[src/rtl/l2cache_pkg.sv]
// Shared sizes and enumerations for the L2 tag SRAM controller and its arbiter.
package l2cache_pkg;

    localparam int unsigned          L2_TAG_ADDR_W = 9;
    localparam int unsigned          L2_TAG_W      = 20;
    localparam logic [L2_TAG_W-1:0]  L2_TAG_CLEAR  = 20'h00000;

    typedef enum logic {
        CLEAR = 1'b0,
        RUN   = 1'b1
    } tag_ctrl_state_e;

    typedef enum logic {
        LOOKUP = 1'b0,
        UPDATE = 1'b1
    } arb_side_e;

endpackage

[src/rtl/l2cache_tag_rr_arb.sv]
// Two-way round-robin arbiter: bit 0 = lookup, bit 1 = update.
// On contention the side not granted last wins; any grant records its side.
module l2cache_tag_rr_arb
    import l2cache_pkg::*;
(
    input  logic       clk,
    input  logic       rst,
    input  logic [1:0] req,
    input  logic       en,
    output logic [1:0] gnt
);

    arb_side_e rr_last_q;
    arb_side_e rr_last_d;

    // Grant selection and last-winner update
    always_comb begin
        gnt       = 2'b00;
        rr_last_d = rr_last_q;
        if (en) begin
            case (req)
                2'b01: begin
                    gnt       = 2'b01;
                    rr_last_d = LOOKUP;
                end
                2'b10: begin
                    gnt       = 2'b10;
                    rr_last_d = UPDATE;
                end
                2'b11: begin
                    if (rr_last_q == LOOKUP) begin
                        gnt       = 2'b10;
                        rr_last_d = UPDATE;
                    end else begin
                        gnt       = 2'b01;
                        rr_last_d = LOOKUP;
                    end
                end
                default: begin
                    gnt       = 2'b00;
                    rr_last_d = rr_last_q;
                end
            endcase
        end else begin
            gnt       = 2'b00;
            rr_last_d = rr_last_q;
        end
    end

    // Last-winner register
    always_ff @(posedge clk or posedge rst) begin
        if (rst) begin
            rr_last_q <= LOOKUP;
        end else begin
            rr_last_q <= rr_last_d;
        end
    end

endmodule

[src/rtl/l2cache_tag_ctrl.sv]
// Port sequencer for the single-port tag SRAM: clear sweep after reset/flush,
// then one arbitrated lookup or update per cycle.
module l2cache_tag_ctrl
    import l2cache_pkg::*;
#(
    parameter int unsigned           ADDR_WIDTH  = L2_TAG_ADDR_W,
    parameter int unsigned           DATA_WIDTH  = L2_TAG_W,
    parameter logic [DATA_WIDTH-1:0] CLEAR_VALUE = L2_TAG_CLEAR
) (
    input  logic                  clk,
    input  logic                  rst,
    input  logic                  lk_req,
    input  logic [ADDR_WIDTH-1:0] lk_addr,
    output logic                  lk_gnt,
    output logic                  lk_rvalid,
    output logic [DATA_WIDTH-1:0] lk_rdata,
    input  logic                  up_req,
    input  logic [ADDR_WIDTH-1:0] up_addr,
    input  logic [DATA_WIDTH-1:0] up_wdata,
    output logic                  up_gnt,
    input  logic                  flush_req,
    output logic                  init_done,
    output logic                  sram_csb0,
    output logic                  sram_web0,
    output logic [ADDR_WIDTH-1:0] sram_addr0,
    output logic [DATA_WIDTH-1:0] sram_din0,
    input  logic [DATA_WIDTH-1:0] sram_dout0
);

    localparam logic [ADDR_WIDTH-1:0] PTR_ZERO = {ADDR_WIDTH{1'b0}};
    localparam logic [ADDR_WIDTH-1:0] PTR_ONE  = {{(ADDR_WIDTH-1){1'b0}}, 1'b1};
    localparam logic [ADDR_WIDTH-1:0] PTR_LAST = {ADDR_WIDTH{1'b1}};
    localparam logic [DATA_WIDTH-1:0] DATA_ZERO = {DATA_WIDTH{1'b0}};

    tag_ctrl_state_e       state_q;
    tag_ctrl_state_e       state_d;
    logic [ADDR_WIDTH-1:0] ptr_q;
    logic [ADDR_WIDTH-1:0] ptr_d;
    logic                  lk_rvalid_q;
    logic                  arb_en_s;
    logic [1:0]            arb_gnt_s;

    // Flush takes priority over any pending request in the same cycle.
    assign arb_en_s = !rst && (state_q == RUN) && !flush_req;

    l2cache_tag_rr_arb u_arb (
        .clk (clk),
        .rst (rst),
        .req ({up_req, lk_req}),
        .en  (arb_en_s),
        .gnt (arb_gnt_s)
    );

    assign lk_gnt    = arb_gnt_s[0];
    assign up_gnt    = arb_gnt_s[1];
    assign init_done = !rst && (state_q == RUN);
    assign lk_rvalid = lk_rvalid_q;
    assign lk_rdata  = sram_dout0;

    // Next state, sweep pointer and SRAM port mux
    always_comb begin
        state_d    = state_q;
        ptr_d      = ptr_q;
        sram_csb0  = 1'b1;
        sram_web0  = 1'b1;
        sram_addr0 = PTR_ZERO;
        sram_din0  = DATA_ZERO;
        if (rst) begin
            state_d = CLEAR;
            ptr_d   = PTR_ZERO;
        end else begin
            case (state_q)
                CLEAR: begin
                    sram_csb0  = 1'b0;
                    sram_web0  = 1'b0;
                    sram_addr0 = ptr_q;
                    sram_din0  = CLEAR_VALUE;
                    ptr_d      = ptr_q + PTR_ONE;
                    if (ptr_q == PTR_LAST) begin
                        state_d = RUN;
                    end else begin
                        state_d = CLEAR;
                    end
                end
                RUN: begin
                    if (flush_req) begin
                        state_d = CLEAR;
                        ptr_d   = PTR_ZERO;
                    end else if (up_gnt) begin
                        sram_csb0  = 1'b0;
                        sram_web0  = 1'b0;
                        sram_addr0 = up_addr;
                        sram_din0  = up_wdata;
                    end else if (lk_gnt) begin
                        sram_csb0  = 1'b0;
                        sram_web0  = 1'b1;
                        sram_addr0 = lk_addr;
                    end else begin
                        state_d = RUN;
                    end
                end
                default: begin
                    state_d = CLEAR;
                    ptr_d   = PTR_ZERO;
                end
            endcase
        end
    end

    // Sequencer state, sweep pointer and read-valid registers
    always_ff @(posedge clk or posedge rst) begin
        if (rst) begin
            state_q     <= CLEAR;
            ptr_q       <= PTR_ZERO;
            lk_rvalid_q <= 1'b0;
        end else begin
            state_q     <= state_d;
            ptr_q       <= ptr_d;
            lk_rvalid_q <= lk_gnt;
        end
    end

endmodule

[config.mk]
export PLATFORM = sky130hd
export DESIGN_NAME = l2cache_tag_ctrl
export DESIGN_NICKNAME = d
export VERILOG_FILES = /design/src/rtl/l2cache_pkg.sv /design/src/rtl/l2cache_tag_rr_arb.sv /design/src/rtl/l2cache_tag_ctrl.sv
export SDC_FILE = /design/constraint.sdc
export NUM_CORES = 1
export LEC_CHECK = 0
export ABC_AREA = 1
export CORE_MARGIN = 2
export CORE_UTILIZATION = 26
export CTS_BUF_LIST = sky130_fd_sc_hd__clkbuf_8
export DETAILED_ROUTE_END_ITERATION = 16
export GPL_ROUTABILITY_DRIVEN = 0
export GPL_TIMING_DRIVEN = 0
export PLACE_DENSITY = 0.8
export SLEW_MARGIN = 30
export SYNTH_ARGS = -nofsm -noshare
export SYNTH_HDL_FRONTEND = slang
export SYNTH_SLANG_ARGS = --single-unit
export TNS_END_PERCENT = 1
[constraint.sdc]
create_clock -name clk -period 1.75 [get_ports clk]
set_input_delay 0.2625 -clock clk [delete_from_list [all_inputs] [get_ports clk]]
set_output_delay 0.2625 -clock clk [all_outputs]
set_load 0.005 [all_outputs]
# Word-level counts from Yosys, hierarchy flattened
# Index checks and enable logic that the tools add are counted.
# totals
regBits,12
elab_cells,47
output_inout_bits,55
# classes
n_mux,30
add_sub_neg,1
reduce_logical,6
n_bitwise,1
eq_ne,5
# ops
operator,count
$mux W20,3
$mux W9,6
$pmux W20 S2,1
$pmux W9 S2,2
$mux W1,11
$add A9 B1 Y9 const B,1
$eq A9 B9 Y1 const B,1
$pmux W1 S2,3
$pmux W2 S3,1
$eq A2 B2 Y1 const B,2
$mux W2,2
$ne A3 B3 Y1 const B,1
$pmux W1 S3,1
$reduce_bool A3 Y1,1
$eq A2 B1 Y1 const B,1
$logic_and A1 B1 Y1,2
$logic_not A1 Y1,2
$reduce_and A2 Y1,1
$not A1 Y1,1

# Depth between registers and ports, before layout
# Gate-level depths: netlist (run 1).
# depth
ltp_word,9
depth_mapped,7
mapped_depth_nobuf,7

# Modules after synthesis
# From an unflattened synthesis (run 1), not the netlist that was laid out.
# hier_totals
hier_cells,192
hier_area_um2,1206.2
# by_module_without_submodules
mod,area_each_um2,cells_each,n_inst
l2cache_tag_ctrl,1134.8,180,1
l2cache_tag_rr_arb,71.3,12,1

# Least setup slack after synthesis (run 1)
# No wires, ideal clock.
# synth_timing
path_type,register to register
start,register ptr_q[0]
end,register ptr_q[8]
slack_ns,0.385
period_less_slack_ns,1.365
t_arrival_ns,1.244
path_stages_with_launch,6
cell_sequence,dfrtp_1 ha_1 nand3_1 nor2_1 ha_1 a22o_1
# synth_via
elab_chain_cells,3
# synth_rtl
item,line,source
"start, declared",l2cache_tag_ctrl.sv:37,logic [ADDR_WIDTH-1:0] ptr_q;
"start signal, assigned",l2cache_tag_ctrl.sv:118,ptr_q <= ptr_d;
$add A9 B1 Y9,l2cache_tag_ctrl.sv:78,ptr_d = ptr_q + PTR_ONE;
$pmux W9 S2,l2cache_tag_ctrl.sv:72,case (state_q)
$mux W9,l2cache_tag_ctrl.sv:68,if (rst) begin
# No other way between the ends.
# A chain may end at the register's enable or synchronous reset.

# Final worst setup path (run 1)
# layout_timing
start,register u_arb.rr_last_q
end,output sram_csb0
# layout_via
elab_chain_cells,8
# layout_rtl
item,line,source
"start, declared",l2cache_tag_rr_arb.sv:13,arb_side_e rr_last_q;
"start signal, assigned",l2cache_tag_rr_arb.sv:55,rr_last_q <= rr_last_d;
$mux W2 (*),l2cache_tag_rr_arb.sv:31,if (rr_last_q == LOOKUP) begin
$pmux W2 S3 (*),l2cache_tag_rr_arb.sv:21,case (req)
$mux W2 (*),l2cache_tag_rr_arb.sv:20,if (en) begin
$mux W1,l2cache_tag_ctrl.sv:94,end else if (lk_gnt) begin
$mux W1 (*),l2cache_tag_ctrl.sv:89,end else if (up_gnt) begin
$mux W1 (*),l2cache_tag_ctrl.sv:86,if (flush_req) begin
$pmux W1 S2 (*),l2cache_tag_ctrl.sv:72,
$mux W1 (*),l2cache_tag_ctrl.sv:68,
"end, declared",l2cache_tag_ctrl.sv:23,"output logic sram_csb0,"
# Every way passes the cells marked *; elsewhere a longest branch is shown, timed or not.

==> results_dict.tcl, run 1 <==
set metrics [dict create \
    grt_setup_unrepaired "yes" \
    cts_buffers 3 \
    failed_checks "setup timing" \
    ys_top_cells_by_count "inv_1, nand3_1, nand2_1" \
    slew_viol_final 0 \
    r2r_cells 5 \
    synthMuxAreaShare_pct 0 \
    crit_slowest_cell "dfrtp_1" \
    cp_max_fo 6 \
    die_y_um 73.4 \
    root_buffer "clkbuf_8" \
    hold_violations 0 \
    rows 25 \
    netlist_area_mm2 0.00125 \
    drt_wl_total_um 4620 \
    cp-start-kind "register" \
    htreeDepth 1 \
    die_w_um 73.4 \
    yosys.area_share.adder_pct 2.00 \
    cts_max_path_buffers 2 \
    drt_iter0_markers 76 \
    finalPower_mw 0.872 \
    antenna_found_initial 0 \
    seq_area_frac_synth_pct 24.0 \
    start_util_pct 26.7 \
    ant_nets 0 \
    synth_compound_area_share_pct 7.39 \
    grt_pass1_vias 1475 \
    yosys.area_share.simple_pct 40.2 \
    hold_path_class "input pin to async pin" \
    async_flop_share_pct 100 \
    timing.final.ws_setup_ns -0.0767 \
    clk_latency_ns 0.24 \
    drive_above_1_share_pct 32.8 \
    via_per_inst 4.47 \
    synth_area_leaders "dfrtp_1, nand3_1, buf_4" \
    nets 377 \
    leakagePower_nw 1.35 \
    yosysTopAreaCellShare_pct 24.0 \
    critPathMaxStageDelay_ns 0.39 \
    synth_top_family_by_area "simple AND/OR/NAND/NOR gates" \
    multi_input_area_um2 672 \
    synth_top_area_cell "dfrtp_1" \
    worstMarginPinSlew_ns 0.311 \
    preCtsSetupSlack_ns -0.775 \
    diodes 0 \
    grt_pass1_wl_um 6900 \
    fin_crit_sh_pct 104 \
    syn2layout_area_growth_pct 103 \
    clkSinkCount 12 \
    core_area_mm2 0.00469 \
    synth_seq_cells 12 \
    cp.arrival_ns 1.56 \
    postLayoutCoreUtil_pct 54.1 \
    clock.fmax_mhz 547 \
    drt_pass1_iterations 4 \
    ys_warn_count 0 \
    io_pins 118 \
    register_area_um2 302 \
    fill_cells 446 \
    setup_violations 16 \
    path_cells "buf_6 -> a21boi_4 -> nand2_4 -> buf_4 -> nand3_1 -> nand2_1 -> dlygate4sd2_1" \
    stdcell_count 365 \
    synthXorXnorAreaFrac_pct 0 \
    globalRouteTotalUtil_pct 16.4 \
    drc 0 \
    die_area_mm2 0.00539 \
    yosysUniqueCellTypes 21 \
    wire_per_inst_um 12.6 \
    end_kind "output port" \
    port_buffers 97 \
    synth.net_count 251 \
    placed_cells 337 \
    reg2reg_slack_ns 0.19 \
    rr_startpoint "ptr_q[0]" \
    max-slew-margin-rel_pct 79.3 \
    syn_avg_cell_area_um2 6.74 \
    clock_skew_ns 0.00108 \
    regToRegEndpoint "ptr_q[8]" \
    cts_tree "done" \
    worstSetupPathType "register to output port" \
    vias 1633 \
    status "complete, but fails checks" \
    clk_pin_slew_ns 0.05 \
    hpwl_um 3110 \
    maxCapViolations 0 \
    ctsHoldBuffers 0 \
    vdd_drop_max_v 0.000180 \
    synth_ff_type "dfrtp_1" \
    postSynthCellCount 186 \
    power_density_mw_per_mm2 343 \
    fin_crit_ns 1.83 \
    grt_max_degree 14 \
    gr-total-overflow 0 \
    required_ns 1.49 \
    synth_edf_count 0 \
]
critical path: cells and delay by family (launching register included):
family          cells  cell delay, ns
simple gates        3            0.24
buf+inv             3            0.55
compound gates      1            0.15
flops               1            0.39
what timing repair did:
item	4_1_cts	5_1_grt
cloned	4	0
gates resized for setup	67	30
setup buffers	15	5
endpoints found under the setup margin	34	29
hold endpoints to repair	0	0
pin swaps	5	3
worst max-delay path by stage:
stage,cells after the start,slack (ns),from,to
2_1_floorplan,5,0.39,ptr_q[0],ptr_q[8]
3_3_place_gp,8,-0.74,rst,sram_addr0[8]
3_5_place_dp,8,-0.77,rst,sram_addr0[1]
4_1_cts,6,-0.20,state_q,lk_gnt
5_1_grt,7,-0.15,u_arb.rr_last_q,sram_csb0
6_report,7,-0.08,u_arb.rr_last_q,sram_csb0
logic make-up after synthesis:
group           Yosys count
flops                    12
simple gates             99
compound gates           13
fa+ha+maj                 2
buf+inv                  60
layout make-up:
class | instances | area share, %
well taps | 54 | 2.66
plain buffers | 25 | 8.42
clock buffers | 4 | 2.17
repair buffers | 119 | 43.2
multi-input cells | 116 | 26.5
flip-flops and latches | 12 | 11.9
inverters | 35 | 5.27
layer usage:
layer	GRT usage, %	routed length (µm)
met5	0	0
met4	8.08	138
met3	3.70	393
met2	29.8	2350
met1	17.7	1740
sequential cells by signal, indices dropped and copies added, names as in the netlist:
register,count
u_arb.rr_last_q,1
ptr_q,9
lk_rvalid,1
state_q,1
per-stage QoR:
stage | area [µm²] | hold WS [ns] | setup TNS, ns
after global routing | 2540 | 0.200 | -1.74
after global placement | 2290 | 0.483 | -23.52
after floorplan | 1250 | 0.0783 | 0
final | 2540 | 0.175 | -0.422
after detailed placement | 2290 | 0.493 | -24.48
after CTS | 2550 | 0.326 | -0.206
layout by cell type, fill, tap and decap left out, types with 2 or more instances in the layout:
master,n
nand2_1,30
nand3_1,34
nand2_4,2
nor2_4,2
buf_2,3
clkbuf_8,4
ha_1,2
nor2_1,6
buf_12,2
buf_6,7
clkdlybuf4s15_1,3
buf_8,2
inv_1,33
dlygate4sd2_1,15
clkbuf_2,14
nand4_1,2
a22o_1,2
dfrtp_1,11
nor2_2,21
a21boi_4,3
o21ai_0,8
clkdlybuf4s50_1,60
buf_4,35
report_power, final:
| part | switching, mW | internal [mW] |
|---|---|---|
| sequential | 0.00851 | 0.283 |
| combinational | 0.0887 | 0.191 |
| clock | 0.102 | 0.199 |
Power figures use the tool's default switching activity.
==> run 2, diff against run 1 <==
ABC_AREA = default   (was 1)
PLACE_DENSITY = 0.84   (was 0.8)
==> run 2 against run 1 <==
  * The flow still finishes with violations (setup timing)
  * Utilization rose by 4.8 points
  * Combinational power fell by 8.2%
  * Clock power rose by 2%
  * Clock-buffer cell count did not move
  * Register-to-register slack got worse by 0.16 ns
  * Cell count fell by 16%
  * Global-route usage rose by 1.3 points
  * Critical path depth fell by 1
  * Synthesized cell count fell by 27%
  * Hold slack got worse by 0.060 ns
  * Synthesized area fell by 12%
  * Via count fell by 5.3%
==> results_dict.tcl, run 2 <==
set metrics [dict create \
    status "complete, but fails checks" \
    failed_checks "setup timing" \
    synth_seq_cells 12 \
    core_area_mm2 0.00403 \
    power_density_mw_per_mm2 360 \
    stdcell_count 307 \
    clock_skew_ns 0.00536 \
    setup_violations 28 \
    vdd_drop_max_v 0.000308 \
    htreeDepth 1 \
    yosysTopAreaCellShare_pct 27.2 \
    hold_path_class "input pin to async pin" \
    required_ns 1.49 \
    most-common-layout-cells "clkdlybuf4s50_1, buf_4, buf_2" \
    drive_above_1_share_pct 39.7 \
    synth_area_leaders "dfrtp_1, and3_1, buf_4" \
    netlist_area_mm2 0.00110 \
    hold_violations 0 \
    cp_max_fo 5 \
    cts_max_path_buffers 2 \
    grt_pass1_vias 1438 \
    syn2layout_area_growth_pct 115 \
    synth.net_count 200 \
    synth_edf_count 0 \
    gr-total-overflow 0 \
    io_pins 118 \
    port_buffers 97 \
    wire_per_inst_um 15.2 \
    clkSinkCount 12 \
    fin_crit_ns 1.91 \
    grt_setup_unrepaired "yes" \
    vias 1546 \
    cts_buffers 3 \
    drt_pass1_iterations 4 \
    grt_pass1_wl_um 6910 \
    diodes 0 \
    die_area_mm2 0.00478 \
    place_area_mm2 0.00214 \
    drt_wl_total_um 4680 \
    rows 23 \
    synth_ff_type "dfrtp_1" \
    cp.arrival_ns 1.64 \
    hpwl_um 3130 \
    start_util_pct 27.4 \
    clk_latency_ns 0.24 \
    worstSetupPathType "register to output port" \
    synth.most_common_cell "and3_1" \
    yosysUniqueCellTypes 31 \
    finalInstanceArea_mm2 0.00237 \
    seq_area_frac_synth_pct 27.2 \
    crit_slowest_cell "dfrtp_1" \
    die_w_um 69.2 \
    leakagePower_nw 1.22 \
    slew_viol_final 0 \
    max-slew-margin-rel_pct 79.0 \
    grt_max_degree 14 \
    maxCapViolations 0 \
    worstMarginPinSlew_ns 0.315 \
    critPathMaxStageDelay_ns 0.39 \
    fin_crit_sh_pct 109 \
    drc 0 \
    nets 323 \
    via_per_inst 5.04 \
    end_kind "output port" \
    cp-start-kind "register" \
    largest_register "ptr_q" \
    ys_warn_count 0 \
    preCtsSetupSlack_ns -0.807 \
    syn_avg_cell_area_um2 8.17 \
    fill_cells 362 \
    postSynthCellCount 135 \
    drt_iter0_markers 62 \
    antenna_found_initial 0 \
    final_common_cell "clkdlybuf4s50_1" \
    largest_reg_flops 9 \
    async_flop_share_pct 100 \
    timing.final.ws_setup_ns -0.155 \
    ys_top_cells_by_count "and3_1, buf_4, dfrtp_1, nand2_1, a221o_1" \
    synth_top_area_cell "dfrtp_1" \
    clk_pin_slew_ns 0.05 \
    cts_tree "done" \
    die_y_um 69.2 \
    clock.fmax_mhz 525 \
    placed_cells 282 \
    root_buffer "clkbuf_8" \
    globalRouteTotalUtil_pct 17.7 \
    ant_nets 0 \
    path_cells "nor3b_4 -> buf_6 -> buf_4 -> and3_4 -> a221o_1 -> buf_2" \
]
run 2: changes by cell type after synthesis, sizes merged, moves of 3 or more:
cell / delta
inv: -32
and3: +28
nand2: -21
clkbuf: +5
nor2: -25
a221o: +8
and2: +3
nand3: -29
run 2: final timing paths:
check,startpoint,cells past startpoint,slack [ns],to
min reg2reg,ptr_q[6],1,0.57,ptr_q[6]
max in group asynchronous,rst,3,1.10,state_q
max reg2reg,state_q,6,0.03,ptr_q[7]
min in group clk,lk_req,2,0.51,u_arb.rr_last_q
min,rst,3,0.11,ptr_q[8]
max,state_q,6,-0.16,sram_addr0[4]
run 2: worst max-delay path, delay by kind of cell, from the launching register on:
kind,cells,cell delay (ns)
AND/OR/NAND/NOR,2,0.34
buffers and inverters,3,0.41
flip-flops,1,0.39
AO/OA/AOI/OAI,1,0.26
run 2: repair_timing:
action | in CTS | in global routing
hold endpoints to repair | 0 | 1
gates cloned | 2 | 1
buffers inserted | 14 | 5
setup endpoints to repair | 34 | 33
pin swaps | 6 | 8
gates resized for setup | 144 | 24
hold buffers | 0 | 1
run 2: layer usage:
| metal | vias to the layer above | global-route usage (%) | wire length (µm) |
|---|---|---|---|
| met5 | - | 0 | 0 |
| met4 | 0 | 2.61 | 56 |
| li1 | 720 | - | - |
| met2 | 90 | 29.9 | 2330 |
| met1 | 728 | 22.7 | 1900 |
| met3 | 8 | 5.41 | 391 |
run 2: kinds of logic (layout without fill, tap and decap cells):
family,after synthesis,count (layout),share of synthesized area [%]
mux,1,1,0.907
fa+ha+maj,2,2,2.27
flops,12,12,27.2
compound gates,25,25,17.7
simple gates,63,63,33.0
buf+inv,32,154,18.9
run 2: cell type report:
class | count | area, µm² | share of cell area (%)
timing repair buffer | 119 | 1060 | 44.8
multi-input combinational | 91 | 648 | 27.3
sequential | 12 | 300 | 12.7
buffer | 28 | 230 | 9.70
tap | 50 | 62.6 | 2.64
clock buffer | 4 | 55.1 | 2.32
inverter | 3 | 15.0 | 0.633
run 2: through the flow:
stage          power [mW]  hold WS (ns)  TNS (ns)  utilization [%]
6_report            0.853         0.115     -2.06             58.9
3_5_place_dp        0.533         0.521    -23.78             53.0
5_1_grt             0.896         0.133     -4.72             58.9
4_1_cts             0.846         0.301     -2.17             57.2
2_1_floorplan       0.367         0.135         0                -
3_3_place_gp        0.529         0.513    -23.35             53.0
run 2: where the power goes:
group / internal (mW) / leakage [nW] / switching, mW
Combinational: 0.181 / 1.02 / 0.0751
Clock: 0.199 / 0.0288 / 0.107
Sequential: 0.283 / 0.165 / 0.00841
==> run 3, diff against run 2 <==
PLACE_DENSITY = 0.83   (was 0.84)
SYNTH_HIERARCHICAL = 1   (was default)
clock period = 1.9 ns   (was 1.75 ns; I/O delays follow)
==> run 3 against run 2 <==
  * The flow still finishes with violations (setup timing)
  * Sequential power is 7% lower
  * Die area is 1.8% higher
  * Utilization down 0.40 points
  * Sequential share of layout area decreased by 0.093 points
  * Setup slack worse by 0.28 ns
  * Final area rose by 0.74%
  * Cell count increased by 2.6%
  * Clock power shrank 6%
  * Critical path type unchanged
  * Global-route usage down 0.77 points
  * Synthesized area up 1.9%
  * Combinational power down 17%
  * Critical path depth is 5 higher
==> results_dict.tcl, run 3 <==
set metrics [dict create \
    status "complete, but fails checks" \
    failed_checks "setup timing" \
    globalRouteTotalUtil_pct 17.0 \
    maxCapViolations 0 \
    place_area_mm2 0.00218 \
    antenna_found_initial 0 \
    start_util_pct 27.5 \
    clk_latency_ns 0.25 \
    end_kind "output port" \
    wire_per_inst_um 13.8 \
    vias 1462 \
    postLayoutCoreUtil_pct 58.5 \
    synth.net_count 208 \
    p_switching_mw 0.172 \
    finalInstanceArea_mm2 0.00239 \
    p_comb_share_pct 27.6 \
    synth_area_leaders "dfrtp_1, buf_4, and2_1" \
    fin_crit_sh_pct 123 \
    clk_pin_slew_ns 0.06 \
    synth_edf_count 0 \
    drc 0 \
    leakagePower_nw 1.17 \
    grt_pass1_vias 1492 \
    max-slew-margin-rel_pct 66.3 \
    power_density_mw_per_mm2 323 \
    cp-start-kind "register" \
    grt_setup_unrepaired "yes" \
    drive_above_1_share_pct 34.7 \
    finalPower_mw 0.772 \
    required_ns 1.62 \
    cp.arrival_ns 2.05 \
    gr-total-overflow 0 \
    diodes 0 \
    stdcell_count 315 \
    syn_avg_cell_area_um2 7.87 \
    worstSetupPathType "register to output port" \
    nets 331 \
    seq_area_frac_synth_pct 26.7 \
    drt_pass1_iterations 4 \
    setup_violations 33 \
    worstMarginPinSlew_ns 0.505 \
    drt_wl_total_um 4350 \
    root_buffer "clkbuf_8" \
    ant_nets 0 \
    grt_pass1_wl_um 6840 \
    timing.final.ws_setup_ns -0.440 \
    ys_top_cells_by_count "and2_1, buf_4, nand2_1" \
    synth_seq_cells 12 \
    die_y_um 69.8 \
    hpwl_um 3030 \
    pwr-share-clk_pct 37.1 \
    yosysTopAreaCellShare_pct 26.7 \
    placed_cells 290 \
    async_flop_share_pct 100 \
    ys_warn_count 6 \
    synth_top_area_cell "dfrtp_1" \
    largest_register "ptr_q" \
    netlist_area_mm2 0.00112 \
    io_pins 118 \
    rows 23 \
    slew_viol_final 0 \
    p_seq_share_pct 35.3 \
    fin_crit_ns 2.34 \
    syn2layout_area_growth_pct 113 \
    port_buffers 97 \
    postSynthCellCount 143 \
    die_area_mm2 0.00487 \
    grt_max_degree 14 \
    sw_frac_of_total_pct 22.3 \
    hold_violations 0 \
    hold_path_class "input pin to async pin" \
    fill_cells 367 \
    ctsHoldBuffers 0 \
    final_common_cell "clkdlybuf4s50_1" \
    internal-power_mw 0.600 \
    clock_skew_ns 0.00293 \
    cts_buffers 3 \
    clock.fmax_mhz 427 \
    via_per_inst 4.64 \
    cts_tree "done" \
    yosysUniqueCellTypes 30 \
    die_w_um 69.8 \
    drt_iter0_markers 52 \
    largest_reg_flops 9 \
    cts_max_path_buffers 2 \
    htreeDepth 1 \
    core_area_mm2 0.00409 \
    most-common-layout-cells "clkdlybuf4s50_1, buf_4, buf_2, nand2_1, and2_1" \
    synth_ff_type "dfrtp_1" \
    cp_max_fo 4 \
    vdd_drop_max_v 0.000231 \
    clkSinkCount 12 \
]
run 3: cell count changes in the layout (fill, tap and decap cells not counted), sizes merged, moves of 4 or more:
cell | previous run | this run
dlygate4sd2 | 4 | 11
and3 | 28 | 1
buf | 70 | 66
inv | 2 | 6
nand2 | 12 | 19
and2 | 3 | 20
a221o | 8 | 0
clkbuf | 12 | 6
mux2i | 1 | 9
o21ai | 6 | 16
run 3: path summary, 6_finish.rpt:
check	start	endpoint	slack, ns	cells after the start
max	state_q	sram_din0[8]	-0.44	11
min	rst	u_arb/rr_last_q	0.08	2
max reg2reg	ptr_q[0]	ptr_q[8]	0.23	5
min reg2reg	ptr_q[3]	ptr_q[3]	0.54	1
max in group asynchronous	rst	ptr_q[7]	1.27	2
min in group clk	flush_req	state_q	0.36	2
run 3: area by class of cell:
class,instances,area (µm²),share of cell area [%]
Clock buffer,4,55.1,2.30
Tap cell,50,62.6,2.62
Buffer,25,201,8.42
Inverter,6,22.5,0.942
Sequential cell,12,300,12.6
Multi-Input combinational cell,99,679,28.4
Timing Repair Buffer,119,1070,44.7
run 3: power groups by stage:
stage / logic [mW] / clock network, mW / registers [mW]
global placement: 0.212 / 0 / 0.276
finish: 0.213 / 0.287 / 0.273
CTS: 0.214 / 0.287 / 0.272
detailed placement: 0.215 / 0 / 0.277
global route: 0.231 / 0.308 / 0.273
floorplan: 0.0658 / 0 / 0.274
run 3: metrics by stage:
stage	setup TNS, ns	hold WS (ns)	setup WS [ns]
finish	-12.14	0.0794	-0.440
floorplan	0	0.0137	0.00225
global route	-16.22	0.0856	-0.562
global placement	-36.40	0.524	-1.18
CTS	-13.26	0.0817	-0.476
detailed placement	-37.60	0.523	-1.21
run 3: repair_timing:
| action | in CTS | in global routing |
|---|---|---|
| setup endpoints to repair | 34 | 33 |
| pin swaps | 7 | 3 |
| resized for setup | 117 | 16 |
| buffers inserted | 17 | 3 |
| cloned | 2 | 0 |
run 3: critical path, cell delays in order, from the launching register on:
cell and delay [ns]:
dfrtp_1 0.37, nor3b_4 0.22, buf_6 0.14, nand2_4 0.05, a21oi_4 0.14, inv_2 0.07
nor3b_4 0.25, buf_2 0.17, buf_6 0.09, buf_6 0.09, and2_4 0.14, buf_6 0.09
run 3: logic make-up (layout without fill, tap and decap cells):
| family | after synthesis | count (layout) | synth area share, % |
|---|---|---|---|
| AOI/OAI and AO/OA | 29 | 29 | 16.2 |
| buffers and inverters | 32 | 154 | 18.4 |
| adders and majority gates | 2 | 2 | 2.22 |
| DFF | 12 | 12 | 26.7 |
| and+or+nand+nor | 59 | 59 | 28.5 |
| muxes | 9 | 9 | 8.01 |
run 3: layer usage:
metal | wire (µm) | vias up | global-route usage (%)
met5 | 0 | - | 0
met1 | 1600 | 683 | 18.5
met2 | 2400 | 55 | 32.3
met3 | 247 | 10 | 3.92
li1 | - | 714 | -
met4 | 109 | 0 | 4.70
